--- config.mk ---
export PLATFORM = sky130hd
export DESIGN_NAME = ins_cache_loader
export DESIGN_NICKNAME = d
export VERILOG_FILES = /design/src/rtl/ins_cache_loader.sv
export SDC_FILE = /design/constraint.sdc
export NUM_CORES = 2
export LEC_CHECK = 0
export CAP_MARGIN = 15
export CELL_PAD_IN_SITES_DETAIL_PLACEMENT = 1
export CELL_PAD_IN_SITES_GLOBAL_PLACEMENT = 1
export CORE_MARGIN = 10
export CORE_UTILIZATION = 56
export DETAILED_ROUTE_END_ITERATION = 10
export PLACE_DENSITY = 0.76
export SETUP_SLACK_MARGIN = 0.02
export SYNTH_ARGS = -nofsm -noshare
export SYNTH_HDL_FRONTEND = slang
export SYNTH_SLANG_ARGS = --single-unit
--- constraint.sdc ---
create_clock -name clk -period 6.2 [get_ports clk]
set_input_delay 1.55 -clock clk [delete_from_list [all_inputs] [get_ports clk]]
set_output_delay 1.55 -clock clk [all_outputs]
set_load 0.005 [all_outputs]
--- src/rtl/ins_cache_loader.sv ---
// Instruction cache fill engine: loads ISA_DEPTH words from DDR into a local RAM and serves indexed reads.
// Optional read-data timeout enabled with `define LOAD_TIMEOUT_EN.
`timescale 1ns/1ps

module ins_cache_loader #(
    parameter int ISA_DEPTH      = 128,
    parameter int DDR_ADDR_WIDTH = 28,
    parameter int ISA_WIDTH      = 30,
    parameter int ADDR_STRIDE    = 8,
    parameter int TIMEOUT_CYCLES = 255
) (
    input  logic                         clk,
    input  logic                         rst,
    input  logic                         load_start,
    input  logic [DDR_ADDR_WIDTH-1:0]    load_base_addr,
    output logic                         ddr_rd_req,
    output logic [DDR_ADDR_WIDTH-1:0]    ddr_rd_addr,
    input  logic                         ddr_rd_ack,
    input  logic                         ddr_rd_valid,
    input  logic [ISA_WIDTH-1:0]         ddr_rd_data,
    output logic                         load_busy,
    output logic                         load_done,
    output logic                         load_err,
    output logic                         cache_valid,
    output logic [DDR_ADDR_WIDTH-1:0]    cache_base_addr,
    input  logic                         ins_rd_en,
    input  logic [$clog2(ISA_DEPTH)-1:0] ins_rd_idx,
    output logic [ISA_WIDTH-1:0]         ins_rd_data,
    output logic                         ins_rd_valid
);

    localparam int IDX_W = $clog2(ISA_DEPTH);

    typedef enum logic [1:0] {S_IDLE, S_REQ, S_WAIT_DATA, S_DONE} state_t;

    state_t                    r_state;
    logic [IDX_W-1:0]          r_cnt;
    logic [DDR_ADDR_WIDTH-1:0] r_base;
    logic                      r_ddr_rd_req;
    logic [DDR_ADDR_WIDTH-1:0] r_ddr_rd_addr;
    logic                      r_load_busy;
    logic                      r_load_done;
    logic                      r_cache_valid;
    logic [DDR_ADDR_WIDTH-1:0] r_cache_base_addr;
    logic [ISA_WIDTH-1:0]      r_ins_rd_data;
    logic                      r_ins_rd_valid;
    logic [ISA_WIDTH-1:0]      r_ram [ISA_DEPTH];

    logic [DDR_ADDR_WIDTH-1:0] w_req_addr;
    logic                      w_last;
    logic                      w_ram_we;

    // Address arithmetic is truncated to the DDR width, so fills wrap at the top of memory.
    assign w_req_addr = r_base + DDR_ADDR_WIDTH'(r_cnt) * DDR_ADDR_WIDTH'(ADDR_STRIDE);
    assign w_last     = (r_cnt == IDX_W'(ISA_DEPTH - 1));
    assign w_ram_we   = (r_state == S_WAIT_DATA) && ddr_rd_valid;

`ifdef LOAD_TIMEOUT_EN
    localparam int WAIT_W = $clog2(TIMEOUT_CYCLES + 1);
    logic [WAIT_W-1:0] r_wait_cnt;
    logic              r_load_err;
    assign load_err = r_load_err;
`else
    logic [31:0] w_unused_timeout;
    assign w_unused_timeout = 32'(TIMEOUT_CYCLES);
    assign load_err         = 1'b0;
`endif

    always_ff @(posedge clk or posedge rst) begin
        if (rst) begin
            r_state           <= S_IDLE;
            r_cnt             <= '0;
            r_base            <= '0;
            r_ddr_rd_req      <= 1'b0;
            r_ddr_rd_addr     <= '0;
            r_load_busy       <= 1'b0;
            r_load_done       <= 1'b0;
            r_cache_valid     <= 1'b0;
            r_cache_base_addr <= '0;
`ifdef LOAD_TIMEOUT_EN
            r_wait_cnt        <= '0;
            r_load_err        <= 1'b0;
`endif
        end else begin
            // NOTE: pulse outputs default low each cycle; a branch below raises them for exactly one cycle.
            r_load_done <= 1'b0;
`ifdef LOAD_TIMEOUT_EN
            r_load_err  <= 1'b0;
`endif
            case (r_state)
                S_IDLE: begin
                    if (load_start) begin
                        r_base        <= load_base_addr;
                        r_cnt         <= '0;
                        r_cache_valid <= 1'b0;
                        r_load_busy   <= 1'b1;
`ifdef LOAD_TIMEOUT_EN
                        r_wait_cnt    <= '0;
`endif
                        r_state       <= S_REQ;
                    end
                end
                S_REQ: begin
                    // First REQ cycle registers the address; the request is then held until acked.
                    if (!r_ddr_rd_req) begin
                        r_ddr_rd_req  <= 1'b1;
                        r_ddr_rd_addr <= w_req_addr;
                    end else if (ddr_rd_ack) begin
                        r_ddr_rd_req  <= 1'b0;
                        r_state       <= S_WAIT_DATA;
                    end
                end
                S_WAIT_DATA: begin
                    if (ddr_rd_valid) begin
                        if (w_last) begin
                            r_load_busy <= 1'b0;
                            r_state     <= S_DONE;
                        end else begin
                            r_cnt       <= r_cnt + IDX_W'(1);
`ifdef LOAD_TIMEOUT_EN
                            r_wait_cnt  <= '0;
`endif
                            r_state     <= S_REQ;
                        end
                    end
`ifdef LOAD_TIMEOUT_EN
                    else if (r_wait_cnt == WAIT_W'(TIMEOUT_CYCLES - 1)) begin
                        r_load_err  <= 1'b1;
                        r_load_busy <= 1'b0;
                        r_state     <= S_IDLE;
                    end else begin
                        r_wait_cnt  <= r_wait_cnt + WAIT_W'(1);
                    end
`endif
                end
                S_DONE: begin
                    r_load_done       <= 1'b1;
                    r_cache_valid     <= 1'b1;
                    r_cache_base_addr <= r_base;
                    r_state           <= S_IDLE;
                end
                default: r_state <= S_IDLE;
            endcase
        end
    end

    // NOTE: the instruction RAM has no reset; cache_valid alone qualifies its contents.
    always_ff @(posedge clk) begin
        if (w_ram_we) begin
            r_ram[r_cnt] <= ddr_rd_data;
        end
    end

    // Reads are refused while a fill runs; in the load_start cycle the old fill is still served.
    always_ff @(posedge clk or posedge rst) begin
        if (rst) begin
            r_ins_rd_data  <= '0;
            r_ins_rd_valid <= 1'b0;
        end else begin
            r_ins_rd_valid <= 1'b0;
            if (ins_rd_en && r_cache_valid && !r_load_busy) begin
                r_ins_rd_data  <= r_ram[ins_rd_idx];
                r_ins_rd_valid <= 1'b1;
            end
        end
    end

    assign ddr_rd_req      = r_ddr_rd_req;
    assign ddr_rd_addr     = r_ddr_rd_addr;
    assign load_busy       = r_load_busy;
    assign load_done       = r_load_done;
    assign cache_valid     = r_cache_valid;
    assign cache_base_addr = r_cache_base_addr;
    assign ins_rd_data     = r_ins_rd_data;
    assign ins_rd_valid    = r_ins_rd_valid;

endmodule

== Yosys cells after proc, flatten, opt, wreduce, memory -nomap -nowiden ==
Memory sizes are Yosys's and may differ from the RTL's. A register that Yosys moved wholly into a read port is not among the register bits.
Cells that the tools add are included.
Word-level totals
  register bits: 98
  bits in writable memories: 3840
  output and inout bits: 92
  logic and storage cells: 59
  memories kept: 1
Cells by class
  add/sub/neg operators: 2
  equal/unequal tests: 10
  muxes and demuxes: 22
  bitwise logic cells: 1
  reduce and logical (&&, ||, !) cells: 13
Memory list
  r_ram: depth 128, bits a word 30, rd ports 1, clocked after memory_dff 1, wr ports 1, RTL line 47  | logic [ISA_WIDTH-1:0] r_ram [ISA_DEPTH];
Operator list (number)
  $add A28 B10 Y28: 1
  $mux W7: 3
  $pmux W7 S2: 1
  $ne A2 B2 Y1 const B: 6
  $reduce_and A4 Y1: 3
  $mux W1: 10
  $mux W2: 5
  $pmux W2 S4: 1
  $add A7 B1 Y7 const B: 1
  $eq A7 B7 Y1 const B: 1
  $reduce_and A2 Y1: 3
  $eq A2 B2 Y1 const B: 2
  $pmux W1 S2: 2
  $reduce_bool A2 Y1: 2
  $logic_and A1 B1 Y1: 3
  $eq A2 B1 Y1 const B: 1
  $logic_not A2 Y1: 1
  $logic_not A1 Y1: 1
  $not A1 Y1: 1

== Logic depth before layout (Yosys ltp) ==
  depth in word-level cells: 4
  depth in mapped cells: 12

== Worst setup path before layout ==
OpenSTA, ideal clock, no wires.
  path kind: input to register
  from: input port ddr_rd_valid
  to: memory r_ram[91][0], enable pin
  library setup time: 0.417 ns
  arrival time: 3.535 ns
  slack: 2.248 ns
  stages: 5
  buffers on the path: 1
  cell sequence: nand2_1 nor2_1 nand3_1 clkbuf_1 nor2_1
Between the ends
  cells in the longest elaborated chain, start to end: 3
RTL lines
  start, declared: RTL line 19  | input logic ddr_rd_valid,
  $logic_and A1 B1 Y1: RTL line 56  | assign w_ram_we = (r_state == S_WAIT_DATA) && ddr_rd_valid;
  $mux W1: RTL line 149  | if (w_ram_we) begin
  $mux W1 (implied by the code): RTL line 150  | r_ram[r_cnt] <= ddr_rd_data;
  end, declared: RTL line 47
No other way between the ends.

==> flow_metrics.tcl <==
set metrics [dict create \
    critPathRequiredTime_ns 6.99 \
    num-nets-final 7336 \
    globalRouteOverflowTotal 0 \
    cts_buffers 392 \
    cts_root_buf "clkbuf_16" \
    crit_fanout 22 \
    hpwl_um 271000 \
    die_y_um 541 \
    ant_nets 0 \
    crit_end "ins_rd_data[29]" \
    grt_max_degree 129 \
    finalSetupViolCount 0 \
    cts_setup_buffers 0 \
    drv_slew 0 \
    dr.pass1.iters 8 \
    hold_viol 0 \
    drive_gt1_share_pct 26.7 \
    rsz0062_at_grt "false" \
    ioPinCount 163 \
    synth-seq-cells 3968 \
    ir_drop_v 0.000310 \
    worstSetupPathType "primary input to flip-flop" \
    finalCriticalPeriod_ns 4.61 \
    htree_levels 5 \
    maxCapViolCount 0 \
    clk_latency_ns 0.98 \
    critPathSlowestCell "clkdlybuf4s50_1" \
    status "completed" \
    drc_errors 0 \
    skew_ns 0.0555 \
    arrival_ns 5.39 \
    fin_crit_sh_pct 74.3 \
    whs_path_depth 2 \
    tns_ns 0 \
    path_clk_slew_ns 0.06 \
    final_area_mm2 0.172 \
    num_vias 78600 \
    leakagePower_uw 0.0544 \
    clock_path_buffers 4 \
    synth_ff_type "edfxtp_1" \
    initial_utilization_pct 56.2 \
    tightest_slew_ns 1.30 \
    mappedNetlistArea_mm2 0.152 \
    rr_worst_depth 8 \
    dieArea_mm2 0.293 \
    timing.fmax_mhz 217 \
    r2r_slack_ns 2.40 \
    regToRegEndpoint "ins_rd_data[12]" \
    ys_async_sr_fraction_pct 3.23 \
    core_area_mm2 0.271 \
    power.density_mw_per_mm2 336 \
    cts_tree "done" \
    synth_edf_count 3840 \
    syn_to_final_growth_pct 13.4 \
    crit_path_frequent_cell "o211ai_1" \
    ctsHoldBuffers 0 \
    relSlewSlack_pct 12.5 \
    yosys_warnings 0 \
    wl_per_cell_um 41.3 \
    synth_cell_type_count 64 \
    die_width_um 541 \
    r2r-start "load_busy" \
    crit_chain "clkdlybuf4s50_1 -> or3_1 -> a21oi_1 -> a31oi_1 -> o21ai_1 -> o211ai_1 -> o211ai_1" \
    startpoint "ins_rd_idx[6]" \
    syn_area_per_cell_um2 22.4 \
    layout_commonest_cell "edfxtp_1" \
    hold_path_class "flip-flop to flip-flop" \
    grtUsageTotal_pct 31.1 \
    num_rows 191 \
    clock_sinks 3968 \
    grt_pass1_wl_um 644000 \
    routed_wirelength_um 461000 \
    max_stage_delay_ns 1.11 \
    ctsResizeCount 0 \
    end_kind "flip-flop" \
    viasPerCell 7.04 \
    dpl-instance-area_mm2 0.160 \
    startpoint_type "primary input" \
    synthCells 6776 \
    port_buffers 161 \
    hold_slack_ns 0.480 \
    yosysSeqAreaShare_pct 77.9 \
    final_cell_mix "3840 x edfxtp_1, 927 x mux4_2, 396 x clkbuf_16" \
    grt_pass1_vias 80400 \
    synth_fp_nets 6856 \
    drtIter0Drc 12900 \
    gp_congestion 0.889 \
    grt_antenna_before_repair 44 \
]
==> cell usage after synthesis, types with 13 or more instances <==
cell / count / area (um2)
nor2b_1: 37 / 231
o221ai_1: 29 / 254
o21ai_0: 64 / 320
buf_6: 37 / 417
buf_4: 78 / 586
a22oi_1: 104 / 781
nor2_1: 180 / 676
mux2_2: 79 / 890
nand2_1: 142 / 533
o22ai_1: 85 / 532
nand3_1: 44 / 220
nor4_1: 14 / 87.6
a31oi_1: 25 / 156
mux4_2: 927 / 20900
buf_2: 127 / 636
a211oi_1: 44 / 330
o21ai_1: 26 / 130
o211ai_1: 37 / 278
dfrtp_1: 128 / 3200
and2_1: 13 / 81.3
mux2i_1: 316 / 3160
a21oi_1: 89 / 445
o2111ai_1: 21 / 184
clkbuf_1: 107 / 402
nand2b_1: 13 / 81.3
xor2_1: 13 / 114
edfxtp_1: 3840 / 115000
==> stage by stage <==
step	power [uW]	utilization [%]	instances	setup slack [ns]
2_1_floorplan	32600	-	6776	1.24
3_3_place_gp	35000	58.9	10400	0.690
3_5_place_dp	35100	59.0	10400	0.638
4_1_cts	58000	63.5	11100	1.69
5_1_grt	59300	63.7	11200	1.63
6_report	57900	63.7	11200	1.59
==> where the power goes <==
part / leakage, uW / switching [uW] / internal (uW)
logic: 0.0123 / 2500 / 1730
registers: 0.0361 / 673 / 29800
clock network: 0.00602 / 10500 / 12700
==> layout make-up <==
type	count	area, um2
diodes	16	40.0
clock buffers	493	10400
fillers	21500	98100
flip-flops and latches	3968	119000
clock inverters	224	1970
repair buffers	450	4570
multi-input cells	2437	32500
well taps	3570	4470
inverters	7	31.3
==> metal layers <==
metal	global-route usage (%)	wire (um)
met1	41.6	161000
met2	47.9	217000
met3	7.70	54400
met4	16.1	28200
met5	0	117
==> critical path, delay by kind of cell <==
kind / cells / cell delay (ns)
AO/OA/AOI/OAI: 5 / 1.71
buffers and inverters: 1 / 1.11
AND/OR/NAND/NOR: 1 / 0.99
==> how the worst min path moves through the flow <==
stage / endpoint / slack (ns) / start
finish: ddr_rd_addr[6] / 0.48 / ddr_rd_addr[6]
global route: ddr_rd_addr[6] / 0.52 / ddr_rd_addr[6]
CTS: ddr_rd_addr[6] / 0.49 / ddr_rd_addr[6]
detailed placement: ddr_rd_addr[6] / 0.47 / ddr_rd_addr[6]
global placement: ddr_rd_addr[6] / 0.46 / ddr_rd_addr[6]
floorplan: ddr_rd_addr[0] / 0.45 / r_base[0]
==> state kept, by name (all words and copies together) (netlist names) <==
register	flops
ddr_rd_addr	28
cache_valid	1
load_busy	1
ins_rd_valid	1
cache_base_addr	28
ddr_rd_req	1
r_state	2
r_ram	3840
ins_rd_data	30
r_base	28
r_cnt	7
load_done	1
==> logic make-up after synthesis <==
| group | Yosys count | share of synthesized area, % |
|---|---|---|
| AND/OR/NAND/NOR | 514 | 1.58 |
| buffers and inverters | 371 | 1.42 |
| flip-flops | 3968 | 77.9 |
| adder cells (fa/ha/maj) | 9 | 0.0790 |
| AO/OA/AOI/OAI | 567 | 2.49 |
| multiplexers | 1322 | 16.4 |
| other | 1 | 0.00247 |
| XOR/XNOR | 24 | 0.138 |
(Power assumes the default switching activity.)
